`src/rtl/calc2_top.sv`:
```
// Four independent two-cycle ADD/SUB/SHL/SHR calculator ports.
// Define CALC2_INVALID_CMD_RESP_EN to answer undefined nonzero commands with an error.
//
// state | meaning
// IDLE  | waiting for a command; operand1 and tag latched with it
// OP2   | latching operand2; result registered on the following edge
module calc2_port #(
  parameter int DATA_W = 32
) (
  input  logic              c_clk,
  input  logic              reset,
  input  logic [3:0]        cmd_i,
  input  logic [DATA_W-1:0] data_i,
  input  logic [1:0]        tag_i,
  output logic [1:0]        resp_o,
  output logic [DATA_W-1:0] data_o,
  output logic [1:0]        tag_o
);
  localparam logic [0:0] ST_IDLE = 1'b0;
  localparam logic [0:0] ST_OP2  = 1'b1;

  localparam logic [3:0] CMD_ADD = 4'h1;
  localparam logic [3:0] CMD_SUB = 4'h2;
  localparam logic [3:0] CMD_SHL = 4'h5;
  localparam logic [3:0] CMD_SHR = 4'h6;

  localparam logic [1:0] RESP_NONE = 2'b00;
  localparam logic [1:0] RESP_OK   = 2'b01;
  localparam logic [1:0] RESP_ERR  = 2'b10;

  logic [0:0]        state_q, state_d;
  logic [3:0]        cmd_q, cmd_d;
  logic [DATA_W-1:0] op1_q, op1_d;
  logic [DATA_W-1:0] op2_q, op2_d;
  logic [1:0]        tag_q, tag_d;
  logic              pend_q, pend_d;
  logic [1:0]        resp_q, resp_d;
  logic [DATA_W-1:0] rdata_q, rdata_d;
  logic [1:0]        rtag_q, rtag_d;

  logic              cmd_known;
  logic              cmd_accept;
  logic [DATA_W:0]   sum;
  logic [1:0]        res_resp;
  logic [DATA_W-1:0] res_data;

  always_comb begin
    cmd_known = (cmd_i == CMD_ADD) || (cmd_i == CMD_SUB) ||
                (cmd_i == CMD_SHL) || (cmd_i == CMD_SHR);
`ifdef CALC2_INVALID_CMD_RESP_EN
    cmd_accept = (cmd_i != 4'h0);
`else
    cmd_accept = cmd_known;
`endif
  end

  always_comb begin
    state_d = state_q;
    cmd_d   = cmd_q;
    op1_d   = op1_q;
    op2_d   = op2_q;
    tag_d   = tag_q;
    pend_d  = 1'b0;
    case (state_q)
      ST_IDLE: begin
        if (cmd_accept) begin
          cmd_d   = cmd_i;
          op1_d   = data_i;
          tag_d   = tag_i;
          state_d = ST_OP2;
        end
      end
      ST_OP2: begin
        op2_d   = data_i;
        pend_d  = 1'b1;
        state_d = ST_IDLE;
      end
      default: state_d = ST_IDLE;
    endcase
  end

  // Evaluated from the latched operands one edge after operand2 is taken.
  always_comb begin
    sum      = {1'b0, op1_q} + {1'b0, op2_q};
    res_resp = RESP_ERR;
    res_data = '0;
    case (cmd_q)
      CMD_ADD: begin
        if (!sum[DATA_W]) begin
          res_resp = RESP_OK;
          res_data = sum[DATA_W-1:0];
        end
      end
      CMD_SUB: begin
        if (op2_q <= op1_q) begin
          res_resp = RESP_OK;
          res_data = op1_q - op2_q;
        end
      end
      CMD_SHL: begin
        res_resp = RESP_OK;
        res_data = op1_q << op2_q[4:0];
      end
      CMD_SHR: begin
        res_resp = RESP_OK;
        res_data = op1_q >> op2_q[4:0];
      end
      default: begin
        res_resp = RESP_ERR;
        res_data = '0;
      end
    endcase
  end

  always_comb begin
    resp_d  = RESP_NONE;
    rdata_d = '0;
    rtag_d  = 2'b00;
    if (pend_q) begin
      resp_d  = res_resp;
      rdata_d = (res_resp == RESP_OK) ? res_data : '0;
      rtag_d  = tag_q;
    end
  end

  always_ff @(posedge c_clk) begin
    if (reset) begin
      state_q <= ST_IDLE;
      cmd_q   <= 4'h0;
      op1_q   <= '0;
      op2_q   <= '0;
      tag_q   <= 2'b00;
      pend_q  <= 1'b0;
      resp_q  <= RESP_NONE;
      rdata_q <= '0;
      rtag_q  <= 2'b00;
    end else begin
      state_q <= state_d;
      cmd_q   <= cmd_d;
      op1_q   <= op1_d;
      op2_q   <= op2_d;
      tag_q   <= tag_d;
      pend_q  <= pend_d;
      resp_q  <= resp_d;
      rdata_q <= rdata_d;
      rtag_q  <= rtag_d;
    end
  end

  assign resp_o = resp_q;
  assign data_o = rdata_q;
  assign tag_o  = rtag_q;
endmodule

module calc2_top #(
  parameter int DATA_W = 32
) (
  input  logic              c_clk,
  input  logic              reset,
  input  logic [3:0]        req1_cmd_in,
  input  logic [DATA_W-1:0] req1_data_in,
  input  logic [1:0]        req1_tag_in,
  input  logic [3:0]        req2_cmd_in,
  input  logic [DATA_W-1:0] req2_data_in,
  input  logic [1:0]        req2_tag_in,
  input  logic [3:0]        req3_cmd_in,
  input  logic [DATA_W-1:0] req3_data_in,
  input  logic [1:0]        req3_tag_in,
  input  logic [3:0]        req4_cmd_in,
  input  logic [DATA_W-1:0] req4_data_in,
  input  logic [1:0]        req4_tag_in,
  output logic [1:0]        out_resp1,
  output logic [DATA_W-1:0] out_data1,
  output logic [1:0]        out_tag1,
  output logic [1:0]        out_resp2,
  output logic [DATA_W-1:0] out_data2,
  output logic [1:0]        out_tag2,
  output logic [1:0]        out_resp3,
  output logic [DATA_W-1:0] out_data3,
  output logic [1:0]        out_tag3,
  output logic [1:0]        out_resp4,
  output logic [DATA_W-1:0] out_data4,
  output logic [1:0]        out_tag4
);
  calc2_port #(.DATA_W(DATA_W)) u_port1 (
    .c_clk(c_clk), .reset(reset),
    .cmd_i(req1_cmd_in), .data_i(req1_data_in), .tag_i(req1_tag_in),
    .resp_o(out_resp1), .data_o(out_data1), .tag_o(out_tag1)
  );
  calc2_port #(.DATA_W(DATA_W)) u_port2 (
    .c_clk(c_clk), .reset(reset),
    .cmd_i(req2_cmd_in), .data_i(req2_data_in), .tag_i(req2_tag_in),
    .resp_o(out_resp2), .data_o(out_data2), .tag_o(out_tag2)
  );
  calc2_port #(.DATA_W(DATA_W)) u_port3 (
    .c_clk(c_clk), .reset(reset),
    .cmd_i(req3_cmd_in), .data_i(req3_data_in), .tag_i(req3_tag_in),
    .resp_o(out_resp3), .data_o(out_data3), .tag_o(out_tag3)
  );
  calc2_port #(.DATA_W(DATA_W)) u_port4 (
    .c_clk(c_clk), .reset(reset),
    .cmd_i(req4_cmd_in), .data_i(req4_data_in), .tag_i(req4_tag_in),
    .resp_o(out_resp4), .data_o(out_data4), .tag_o(out_tag4)
  );
endmodule

```
`config.mk`:
```
export PLATFORM = sky130hd
export DESIGN_NAME = calc2_top
export DESIGN_NICKNAME = d
export VERILOG_FILES = /design/src/rtl/calc2_top.sv
export SDC_FILE = /design/constraint.sdc
export NUM_CORES = 2
export LEC_CHECK = 0
export BUFFER_PORTS_ARGS = -buffer_cell sky130_fd_sc_hd__buf_4
export CORE_ASPECT_RATIO = 0.7
export CORE_UTILIZATION = 50
export DETAILED_ROUTE_END_ITERATION = 7
export PLACE_DENSITY = 0.68
export SYNTH_ARGS = -nofsm -noshare
export SYNTH_HDL_FRONTEND = slang
export SYNTH_HIERARCHICAL = 1
export SYNTH_SLANG_ARGS = --single-unit
```
`constraint.sdc`:
```
create_clock -name c_clk -period 4.67 [get_ports c_clk]
set_input_delay 0.2335 -clock c_clk [delete_from_list [all_inputs] [get_ports c_clk]]
set_output_delay 0.2335 -clock c_clk [all_outputs]
set_load 0.02 [all_outputs]
```
==> reports/qor.csv <==
stage,metric,value,unit
status,result of the run,"complete, but fails checks",
status,failing checks,design-rule violations,
placed_design,GPL Wtd Cong,1.06,
yosys,number of synthesized register bits,432,
placed_design,Port-buffer cells,297,
global_routing,global-route wire length before repair,265000,um
cells_and_area,area of combinational cells with multiple inputs,30800,sq um
worst_setup_path,CP Data Required Time,5.15,ns
yosys,average instance area after synthesis,7.23,sq um
yosys,fraction of the mapped netlist area in compound gates,29.2,%
clocking,clock buffers created by TritonCTS,48,
timing,smallest setup slack after layout,0.382,ns
timing,Post-Route Hold Slack,0.0956,ns
timing,number of endpoints with negative hold slack in the final report,0,
yosys,mux cell area share after synthesis,13.5,%
timing,worst relative slew slack,24.4,%
cells_and_area,nets@finish,6459,
timing,RSZ-0062 raised after global routing,false,
floorplan,overall die width,349,um
yosys,cell type with the largest total area after synthesis,sky130_fd_sc_hd__dfxtp_1,
global_routing,sum of overflow across all layers after global routing,0,
floorplan,core box area,83000,sq um
floorplan,chip height,245,um
cells_and_area,antenna fix cells,0,
drt,wire length after detailed routing,178000,um
drt,detailed router's first-iteration violation count,7420,
yosys,main combinational cell family by area after synthesis,compound AO/OA/AOI/OAI gates,
timing,Final Skew,0.0359,ns
floorplan,starting density of the core,50.9,%
yosys,synthesized instance count,5841,
clocking,clock insertion delay at the later pin of the skew report,0.65,ns
drt,remaining routing DRC violations,6,
yosys,post-synth net total,6263,
clocking,clock tree from TritonCTS,yes,
power_and_ir_drop,Leakage Power,19.5,nW
timing,slew at the pin with the worst max-slew slack,1.11,ns
yosys,dominant cell by count in the synthesized netlist,sky130_fd_sc_hd__nand2_1,
drt,DR vias/cell,6.60,
yosys,top_reg_cell synth,sky130_fd_sc_hd__dfxtp_1,
cells_and_area,fill cell count,7714,
floorplan,die area,85700,sq um
yosys,part of the Yosys area used for sequential elements,20.5,%
cells_and_area,flip-flop and latch area,8680,sq um
worst_setup_path,data arrival time of the critical path,4.76,ns
timing,setup TNS,0,ns
power_and_ir_drop,overall power after layout,12.7,mW
job,number of maximum-capacitance violations,0,
clocking,deepest clock path buffer count,3,
clocking,number of clock sinks,432,
global_routing,pin count of the biggest net entering global routing,91,
cells_and_area,layout cell share with drive strength beyond 1,12.2,%
worst_setup_path,startpoint kind of the worst setup timing path,flip-flop,
global_routing,antenna violations before repair,4,
yosys,post-synth top area share,20.5,%
yosys,synth cell count leaders,"sky130_fd_sc_hd__nand2_1 (715), sky130_fd_sc_hd__a21oi_1 (700), sky130_fd_sc_hd__nor2_1 (588), sky130_fd_sc_hd__dfxtp_1 (432), sky130_fd_sc_hd__mux2i_1 (378)",
worst_setup_path,kind of capture point of the worst setup path,flip-flop,
placed_design,post-place setup slack,0.602,ns
yosys,number of enable flip-flop cells after synthesis,0,
yosys,Synth cell types,94,
drt,number of detailed-routing iterations run before antenna repair,8,
worst_setup_path,"Worst Path Class, Setup",reg -> reg,
global_routing,overall fraction of global-route tracks in use,39.8,%
timing,period utilisation layout,91.8,%
power_and_ir_drop,pwr dens,263,nW/um^2
drt,number of nets still failing antenna checks after routing,0,
drt,routed length per placed instance,24.7,um
global_routing,via count of the first global-routing pass,42300,
floorplan,I/O Pins,298,
worst_setup_path,highest fanout seen on the critical path,21,
power_and_ir_drop,largest voltage drop on the vdd net,291,uV
clocking,H-tree depth,2,
yosys,Post-Synth XOR/XNOR Area,1.56,%
clocking,clk root buf,sky130_fd_sc_hd__clkbuf_16,
placed_design,post-DP HPWL,134000,um
yosys,Area contributors post-synth,"sky130_fd_sc_hd__dfxtp_1 (20%), sky130_fd_sc_hd__mux2i_1 (9.0%), sky130_fd_sc_hd__a21oi_1 (8.3%), sky130_fd_sc_hd__ha_1 (7.7%), sky130_fd_sc_hd__nand2_1 (6.4%)",
clocking,clock slew at reported path FFs,0.07,ns
cells_and_area,synthesis-to-finish area growth,14.6,%
timing,Period minus WS final,4.29,ns
timing,peak clock frequency supported by timing,233,MHz
timing,final number of setup-violating endpoints,0,
yosys,synthesized-area fraction occupied by adder cells,8.08,%
yosys,synthesis warning total,6,
drt,total via count after detailed routing,47500,
worst_hold_path,path category of the worst min-delay check,in -> reg,
yosys,"Cell Area, Synth",42200,sq um
floorplan,number of cell rows,88,
timing,Max Slew Vio Count,0,
yosys,simple logic cell fraction of the synthesized area,20.4,%
yosys,fraction of registers with async set/reset,0,%
==> cells by family after synthesis <==
kind of cell / Yosys count
DFF: 432
and+or+nand+nor: 1911
buffers and inverters: 713
AOI/OAI and AO/OA: 1954
muxes: 488
adders and majority gates: 268
xor gates and xnor gates: 75
==> power breakdown <==
part           total [mW]  internal (mW)  switching, mW
registers            4.03           3.81          0.224
logic                4.36           1.57           2.79
clock network        4.33           2.53           1.80
==> layout make-up <==
type                    instances  share of cell area (%)
repair buffers                576                    9.80
well taps                    1125                    2.91
flip-flops and latches        432                    17.9
inverters                     283                    2.20
clock inverters                21                   0.654
multi-input cells            4696                    63.6
clock buffers                  67                    2.95
==> flip-flops by register name, summed over array words and instances, names as in the netlist, 4 cells and up <==
name,count
u_port3/op2_q,32
u_port4/cmd_q,4
u_port2/cmd_q,4
u_port4/op2_q,32
u_port2/data_o,32
u_port2/op1_q,32
u_port1/cmd_q,4
u_port3/op1_q,32
u_port3/data_o,32
u_port4/data_o,32
u_port4/op1_q,32
u_port1/op2_q,32
u_port1/data_o,32
u_port2/op2_q,32
u_port3/cmd_q,4
u_port1/op1_q,32
==> layer usage <==
| metal | wire (um) | vias to the layer above | track usage (%) |
|---|---|---|---|
| li1 | - | 21600 | - |
| met3 | 27100 | 286 | 14.0 |
| met5 | 76 | - | 0 |
| met1 | 78700 | 22400 | 59.8 |
| met4 | 3640 | 8 | 7.57 |
| met2 | 68400 | 3218 | 53.3 |
==> cells in the final DEF, fill, tap and decap left out, types with 27 or more instances in the layout <==
cell type / n
sky130_fd_sc_hd__mux2_2: 51
sky130_fd_sc_hd__a21oi_1: 700
sky130_fd_sc_hd__nor4_1: 52
sky130_fd_sc_hd__and2_1: 31
sky130_fd_sc_hd__a22oi_1: 42
sky130_fd_sc_hd__clkbuf_16: 51
sky130_fd_sc_hd__nand2_1: 715
sky130_fd_sc_hd__a221oi_1: 27
sky130_fd_sc_hd__o22ai_1: 128
sky130_fd_sc_hd__o31ai_1: 32
sky130_fd_sc_hd__o211ai_1: 67
sky130_fd_sc_hd__ha_1: 260
sky130_fd_sc_hd__mux4_2: 59
sky130_fd_sc_hd__xnor2_1: 72
sky130_fd_sc_hd__a211oi_1: 62
sky130_fd_sc_hd__o21bai_1: 47
sky130_fd_sc_hd__nand2b_1: 96
sky130_fd_sc_hd__a31oi_1: 100
sky130_fd_sc_hd__dlygate4sd3_1: 150
sky130_fd_sc_hd__nand4_1: 45
sky130_fd_sc_hd__inv_1: 259
sky130_fd_sc_hd__nor2b_1: 68
sky130_fd_sc_hd__mux2i_1: 378
sky130_fd_sc_hd__nor3_1: 91
sky130_fd_sc_hd__nor2_1: 586
sky130_fd_sc_hd__a21o_1: 79
sky130_fd_sc_hd__o21ai_0: 360
sky130_fd_sc_hd__dfxtp_1: 412
sky130_fd_sc_hd__buf_4: 422
sky130_fd_sc_hd__o21a_1: 30
sky130_fd_sc_hd__a221o_1: 38
sky130_fd_sc_hd__nand3_1: 85
==> final timing paths <==
| check | slack (ns) | end | startpoint | cells past startpoint |
|---|---|---|---|---|
| max | 0.38 | u_port2/data_o[15] | u_port2/op1_q[1] | 11 |
| min | 0.1 | u_port2/tag_q[1] | req2_tag_in[1] | 3 |
| max reg2reg | 0.38 | u_port2/data_o[15] | u_port2/op1_q[1] | 11 |
| min reg2reg | 0.45 | u_port3/tag_q[1] | u_port3/tag_q[1] | 2 |
==> stage by stage <==
step	instances	cell area, sq um	util [%]
final	7200	48400	58.3
after global routing	7200	48400	58.3
after CTS	7199	48400	58.3
after detailed placement	6962	45200	54.4
after global placement	6962	45200	54.4
after floorplan	5841	42200	-
==> critical path: stages (launching register included) <==
cell	delay (ns)
sky130_fd_sc_hd__dfxtp_1	0.57
sky130_fd_sc_hd__inv_1	0.13
sky130_fd_sc_hd__fa_1	0.49
sky130_fd_sc_hd__o21bai_1	0.33
sky130_fd_sc_hd__a2111oi_4	0.15
sky130_fd_sc_hd__nor4_2	0.48
sky130_fd_sc_hd__nor4b_4	0.09
sky130_fd_sc_hd__o21ai_2	0.43
sky130_fd_sc_hd__a21o_1	0.76
sky130_fd_sc_hd__o22ai_1	0.22
sky130_fd_sc_hd__o21ai_0	0.32
sky130_fd_sc_hd__a31oi_1	0.14
==> timing repair <==
action	in CTS	in global routing
gates resized for setup	0	0
setup buffers	0	0
hold buffers	149	1
endpoints found under the hold margin	273	1
(Power assumes the default switching activity.)
